### src/rtl/vga_tx.sv
// VGA timing generator: divides the 50 MHz clock to a pixel tick, walks the
// raster counters and registers colour/sync/status one tick behind the counters.
module vga_tx #(
    parameter int H_VISIBLE = 640,
    parameter int H_FRONT   = 16,
    parameter int H_SYNC    = 96,
    parameter int H_BACK    = 48,
    parameter int V_VISIBLE = 480,
    parameter int V_FRONT   = 10,
    parameter int V_SYNC    = 2,
    parameter int V_BACK    = 33
) (
    input  logic        I_50MHZ_CLK,
    input  logic        I_RESET,
    input  logic [2:0]  I_PIXEL_RGB,
    output logic [9:0]  O_PIXEL_X,
    output logic [9:0]  O_PIXEL_Y,
    output logic        O_RED,
    output logic        O_GREEN,
    output logic        O_BLUE,
    output logic        O_HSYNC,
    output logic        O_VSYNC,
    output logic        display_data,
    output logic        draw_finish,
    output logic        vga_25clk,
    output logic [15:0] O_FRAME_CNT
);
    localparam logic [9:0] H_LAST   = 10'(H_VISIBLE + H_FRONT + H_SYNC + H_BACK - 1);
    localparam logic [9:0] V_LAST   = 10'(V_VISIBLE + V_FRONT + V_SYNC + V_BACK - 1);
    localparam logic [9:0] H_VIS    = 10'(H_VISIBLE);
    localparam logic [9:0] V_VIS    = 10'(V_VISIBLE);
    localparam logic [9:0] V_FIN    = 10'(V_VISIBLE - 1);
    localparam logic [9:0] HS_BEG   = 10'(H_VISIBLE + H_FRONT);
    localparam logic [9:0] HS_END   = 10'(H_VISIBLE + H_FRONT + H_SYNC);
    localparam logic [9:0] VS_BEG   = 10'(V_VISIBLE + V_FRONT);
    localparam logic [9:0] VS_END   = 10'(V_VISIBLE + V_FRONT + V_SYNC);

    logic        clk25_q, clk25_d;
    logic [9:0]  hcnt_q, hcnt_d, vcnt_q, vcnt_d;
    logic        red_q, red_d, green_q, green_d, blue_q, blue_d;
    logic        hsync_q, hsync_d, vsync_q, vsync_d;
    logic        disp_q, disp_d, fin_q, fin_d;
    logic [15:0] frame_q, frame_d;
    logic        visible, at_finish;

    assign visible   = (hcnt_q < H_VIS) && (vcnt_q < V_VIS);
    assign at_finish = (hcnt_q == H_VIS) && (vcnt_q == V_FIN);

    // A tick is the edge where the divided clock is high before the edge, so
    // everything below samples the counters as they were before stepping.
    always_comb begin
        clk25_d = ~clk25_q;
        hcnt_d  = hcnt_q;
        vcnt_d  = vcnt_q;
        red_d   = red_q;
        green_d = green_q;
        blue_d  = blue_q;
        hsync_d = hsync_q;
        vsync_d = vsync_q;
        disp_d  = disp_q;
        fin_d   = fin_q;
        frame_d = frame_q;
        if (clk25_q) begin
            if (hcnt_q == H_LAST) begin
                hcnt_d = '0;
                vcnt_d = (vcnt_q == V_LAST) ? '0 : vcnt_q + 10'd1;
            end else begin
                hcnt_d = hcnt_q + 10'd1;
            end
            disp_d  = visible;
            red_d   = visible & I_PIXEL_RGB[2];
            green_d = visible & I_PIXEL_RGB[1];
            blue_d  = visible & I_PIXEL_RGB[0];
            hsync_d = !((hcnt_q >= HS_BEG) && (hcnt_q < HS_END));
            vsync_d = !((vcnt_q >= VS_BEG) && (vcnt_q < VS_END));
            fin_d   = at_finish;
            if (at_finish) frame_d = frame_q + 16'd1;
        end
    end

    always_ff @(posedge I_50MHZ_CLK) begin
        if (I_RESET) begin
            clk25_q <= 1'b0;
            hcnt_q  <= '0;
            vcnt_q  <= '0;
            red_q   <= 1'b0;
            green_q <= 1'b0;
            blue_q  <= 1'b0;
            hsync_q <= 1'b1;
            vsync_q <= 1'b1;
            disp_q  <= 1'b0;
            fin_q   <= 1'b0;
            frame_q <= '0;
        end else begin
            clk25_q <= clk25_d;
            hcnt_q  <= hcnt_d;
            vcnt_q  <= vcnt_d;
            red_q   <= red_d;
            green_q <= green_d;
            blue_q  <= blue_d;
            hsync_q <= hsync_d;
            vsync_q <= vsync_d;
            disp_q  <= disp_d;
            fin_q   <= fin_d;
            frame_q <= frame_d;
        end
    end

    assign O_PIXEL_X    = hcnt_q;
    assign O_PIXEL_Y    = vcnt_q;
    assign O_RED        = red_q;
    assign O_GREEN      = green_q;
    assign O_BLUE       = blue_q;
    assign O_HSYNC      = hsync_q;
    assign O_VSYNC      = vsync_q;
    assign display_data = disp_q;
    assign draw_finish  = fin_q;
    assign vga_25clk    = clk25_q;
    assign O_FRAME_CNT  = frame_q;
endmodule

### config.mk
export PLATFORM = sky130hd
export DESIGN_NAME = vga_tx
export DESIGN_NICKNAME = d
export VERILOG_FILES = /design/src/rtl/vga_tx.sv
export SDC_FILE = /design/constraint.sdc
export NUM_CORES = 1
export LEC_CHECK = 0
export CAP_MARGIN = 40
export CORE_AREA = 2 2 69 71
export CTS_CLUSTER_DIAMETER = 50
export DETAILED_ROUTE_END_ITERATION = 7
export DIE_AREA = 0 0 71 73
export GPL_TIMING_DRIVEN = 0
export PLACE_DENSITY = 0.75
export SYNTH_ARGS = -nofsm -noshare
export SYNTH_HDL_FRONTEND = slang
export SYNTH_SLANG_ARGS = --single-unit
### constraint.sdc
create_clock -name I_50MHZ_CLK -period 2.37 [get_ports I_50MHZ_CLK]
set_input_delay 0.474 -clock I_50MHZ_CLK [delete_from_list [all_inputs] [get_ports I_50MHZ_CLK]]
set_output_delay 0.474 -clock I_50MHZ_CLK [all_outputs]
set_load 0.03 [all_outputs]
# Word-level counts from Yosys, hierarchy flattened

Index checks and enable logic that the tools add are counted.

Word-level logic and storage cells: 38
Output and inout port bits: 44
Register bits: 44
Input port bits: 5

Multiplexer cells: 2
$lt $le $gt $ge: 6
Bitwise gates (word level): 4
Add/sub/neg operators: 3
Reductions and logical operators: 8
Equality and inequality tests: 4

Operators by type and width:

| cell                  | number |
|---|---|
| $eq 10x10->1 const B  | 3 |
| $add 10x1->10 const B | 2 |
| $lt 10x10->1 const B  | 2 |
| $lt 10x9->1 const B   | 2 |
| $mux 10               | 2 |
| $add 16x1->16 const B | 1 |
| $eq 10x9->1 const B   | 1 |
| $ge 10x10->1 const B  | 1 |
| $ge 10x9->1 const B   | 1 |
| $logic_and 1x1->1     | 4 |
| $reduce_and 2->1      | 2 |
| $and 1x1->1           | 3 |
| $logic_not 1->1       | 2 |
| $not 1->1             | 1 |

# Depth between registers and ports, before layout

Word-level depth: 3
Mapped depth: 7
Mapped depth without buffers: 7

# Worst setup path after synthesis

Ideal clock, no wire load.

Path kind: flip-flop to flip-flop
From: register hcnt_q[0], in the netlist O_PIXEL_X[0]
To: register vcnt_q[8], in the netlist O_PIXEL_Y[8]
Clock period less this slack: 2.062 ns
Setup time: 0.103 ns
Data required time: 2.267 ns
Buffers on the path: 0
Arrival: 1.959 ns
Cell stages (with the launch flop): 7
Slack: 0.308 ns
Path through: dfxtp_1 ha_1 nand2_1 nor4_4 and3_4 nor2_1 a2111oi_2

Cells in the longest elaborated chain, start to end: 2

RTL lines:

| item                       | RTL line | text |
|---|---|---|
| from (decl)                | 39       | `logic [9:0] hcnt_q, hcnt_d, vcnt_q, vcnt_d;` |
| from (signal assigned)     | 96       | `hcnt_q <= hcnt_d;` |
| $eq 10x10->1               | 64       | `if (hcnt_q == H_LAST) begin` |
| $reduce_and 2->1 (no line) | n/a      |  |
| to (signal assigned)       | 97       | `vcnt_q <= vcnt_d;` |
| to (decl)                  | 39       |  |

Every way passes these cells.
A chain may end at the register's enable or synchronous reset.

# Worst setup path after layout

From: register vcnt_q[1], in the netlist O_PIXEL_Y[1]
To: register frame_q[15], in the netlist O_FRAME_CNT[15]

Cells in the longest elaborated chain, start to end: 3

RTL lines:

| item                       | RTL line | text |
|---|---|---|
| $eq 10x9->1                | 47       | `assign at_finish = (hcnt_q == H_VIS) && (vcnt_q == V_FIN);` |
| $logic_and 1x1->1          | 47       |  |
| $reduce_and 2->1 (no line) | n/a      |  |
| to (signal assigned)       | 105      | `frame_q <= frame_d;` |
| to (decl)                  | 43       | `logic [15:0] frame_q, frame_d;` |

Every way passes these cells.

==> run_results.csv <==
group,metric,value,unit
setup_path,required,2.55,ns
place,place_congestion,0.874,
drt,drc,0,
final_layout,areaGrowthSynthToFinish,29.1,%
floorplan,ios,49,
timing,hold_ws,0.452,ns
place,placed_area,2620,sq um
yosys,ys_types,42,
power,vdd_drop_max,0.000290,V
clock_tree,cts_made_buffers,5,
floorplan,initial_core_util,45.9,%
timing,finalCritPeriodShare,86.7,%
final_layout,mostFrequentLayoutCells,"clkdlybuf4s50_1 (47), dfxtp_1 (44), nor2_1 (36)",
final_layout,antenna_cells,0,
grt,gr-total-overflow,0,
clock_tree,clock_latency,0.29,ns
drt,antenna_left,0,
clock_tree,postCtsHoldBufs,0,
drt,vias_per_cell,5.34,
timing,fin_crit,2.06,ns
grt,antenna_found_initial,0,
grt,grt_start_max_net_pins,12,
drt,met3_length,227,um
clock_tree,clkSinkCount,44,
final_layout,finish.utilization,59.3,%
clock_tree,cts-root-buf,"clkbuf_8",
place,io_buffers,47,
timing,slew_violations,0,
drt,drt_iter0_markers,121,
floorplan,die_h,73,um
place,dpl.hpwl,3320,um
final_layout,fin_nets,304,
power,power.density,466,nW/um^2
outcome,status,"completed",
grt,grt_usage,18.7,%
setup_path,arrival,2.24,ns
final_layout,design_area,2690,sq um
floorplan,fp-row-count,25,
place,place_inst,341,
power,p_leak,0.951,nW
yosys,ys_seq_area_share,42.3,%
flow_run,cap_viol_max_count,0,
grt,grt_pass1_wl,7730,um
setup_path,path_max_fanout,6,
yosys,ys_ff_latch,44,
drt,met2WireLength,2100,um
timing,fin_skew,0.00409,ns
clock_tree,postCtsSetupBuffers,0,
floorplan,die_x,71,um
floorplan,core_area,4540,sq um
place,pre_cts_slack,0.321,ns
setup_path,startpoint_type,"flip-flop",
final_layout,final_common_cell,"clkdlybuf4s50_1",
yosys,syn_inst,240,
timing,max_slew_margin,41.4,%
yosys,synth_fp_nets,250,
drt,wl_per_cell,12.9,um
yosys,synth_area,2080,sq um
timing,worst_pin_slew,0.872,ns
setup_path,cp-end-kind,"flip-flop",
timing,finalHoldViolations,0,
final_layout,final.fill_count,433,
drt,topRoutingLayerUsed,"met4",
drt,routed_wl,4480,um
final_layout,stdcell_count,346,
clock_tree,h-tree-depth,2,
timing,tns,0,ns
setup_path,ff2ff_setup_slack,0.31,ns
setup_path,criticalPathCategory,"flip-flop to flip-flop",
final_layout,multi_input_area,1110,sq um
power,power,1.25,mW
drt,route.vias.total,1849,
timing,fin_ws,0.314,ns
grt,grt_pass1_vias,1655,
timing,setup_viol,0,
yosys,synth.avg_cell_area,8.68,sq um
drt,wl_met1,2070,um
clock_tree,cts_tree,"done",
clock_tree,clk_path_buf_depth,2,
drt,dr.pass1.iters,4,
timing,rsz0062_at_grt,"no",
clock_tree,cts-resized-gates,0,
timing,clock.fmax,486,MHz
floorplan,die_area,5180,sq um
clock_tree,clk_pin_slew_worst_paths,0.07,ns
yosys,ys_warn_count,0,
final_layout,largest_reg_flops,16,
worst_hold_path,hold_class,"flip-flop to flip-flop",
final_layout,drive_gt1_share,5.48,%
final_layout,area.sequential,881,sq um
==> routing by layer <==
| layer | global-route usage (%) | vias to the layer above |
|---|---|---|
| li1 | - | 945 |
| met1 | 23.9 | 856 |
| met2 | 29.9 | 41 |
| met3 | 4.70 | 7 |
| met4 | 8.60 | 0 |
| met5 | 0 | - |
==> worst max-delay path, cell delays in order (launching register included) <==
cell and delay (ns):
dfxtp_1 0.38, ha_1 0.22, and4_1 0.25, nand3_1 0.19
nor4_1 0.48, nand3_1 0.15, mux2_2 0.28
==> area by class of cell <==
type                    count  area share (%)
clock buffers               5            2.56
plain buffers              10            1.91
flip-flops and latches     44            32.7
well taps                  54            2.51
multi-input cells         175            41.3
inverters                  11            1.53
repair buffers             47            17.5
==> where the power goes <==
part | internal, mW | switching, mW | total (mW)
Combinational | 0.0329 | 0.0497 | 0.0826
Sequential | 0.748 | 0.00792 | 0.756
Clock | 0.190 | 0.226 | 0.415
Total | 0.971 | 0.283 | 1.25
==> worst paths after layout <==
check,endpoint,startpoint,cells after the start
setup / recovery,O_FRAME_CNT[15],O_PIXEL_Y[1],6
hold / removal,display_data,display_data,1
setup reg to reg,O_FRAME_CNT[15],O_PIXEL_Y[1],6
hold reg to reg,display_data,display_data,1
==> cells by family (layout without fill, tap and decap cells) <==
kind of cell               after synthesis  after routing  synth area share, %
adders and majority gates                5              5                 3.00
buffers and inverters                   21             73                 4.44
xor gates and xnor gates                24             24                 10.1
and+or+nand+nor                        117            117                 30.8
AOI/OAI and AO/OA                       27             27                 8.35
DFF                                     44             44                 42.3
muxes                                    2              2                 1.02
==> Yosys cell counts (all sizes together) <==
cell type | instances | area share, %
a2111oi | 1 | 0.72
a21o | 1 | 0.36
a21oi | 10 | 2.4
a22o | 3 | 1.3
a31o | 1 | 0.42
a31oi | 1 | 0.30
and2 | 1 | 0.30
and3 | 4 | 1.4
and3b | 1 | 0.42
and4 | 3 | 1.3
buf | 4 | 1.4
clkbuf | 6 | 1.1
dfxtp | 44 | 42
ha | 5 | 3.0
inv | 11 | 2.0
mux2 | 1 | 0.54
mux2i | 1 | 0.48
nand2 | 23 | 4.1
nand3 | 10 | 2.4
nand4 | 8 | 2.4
nand4b | 3 | 2.0
nor2 | 36 | 6.5
nor2b | 1 | 0.30
nor3 | 6 | 1.4
nor4 | 12 | 4.3
nor4b | 2 | 1.6
nor4bb | 1 | 0.48
o21ai | 7 | 1.7
o31ai | 1 | 0.36
o32ai | 1 | 0.42
o41ai | 1 | 0.42
or2 | 1 | 0.30
or3 | 4 | 1.2
or4 | 1 | 0.36
xnor2 | 14 | 5.9
xor2 | 10 | 4.2
(Power assumes the default switching activity.)
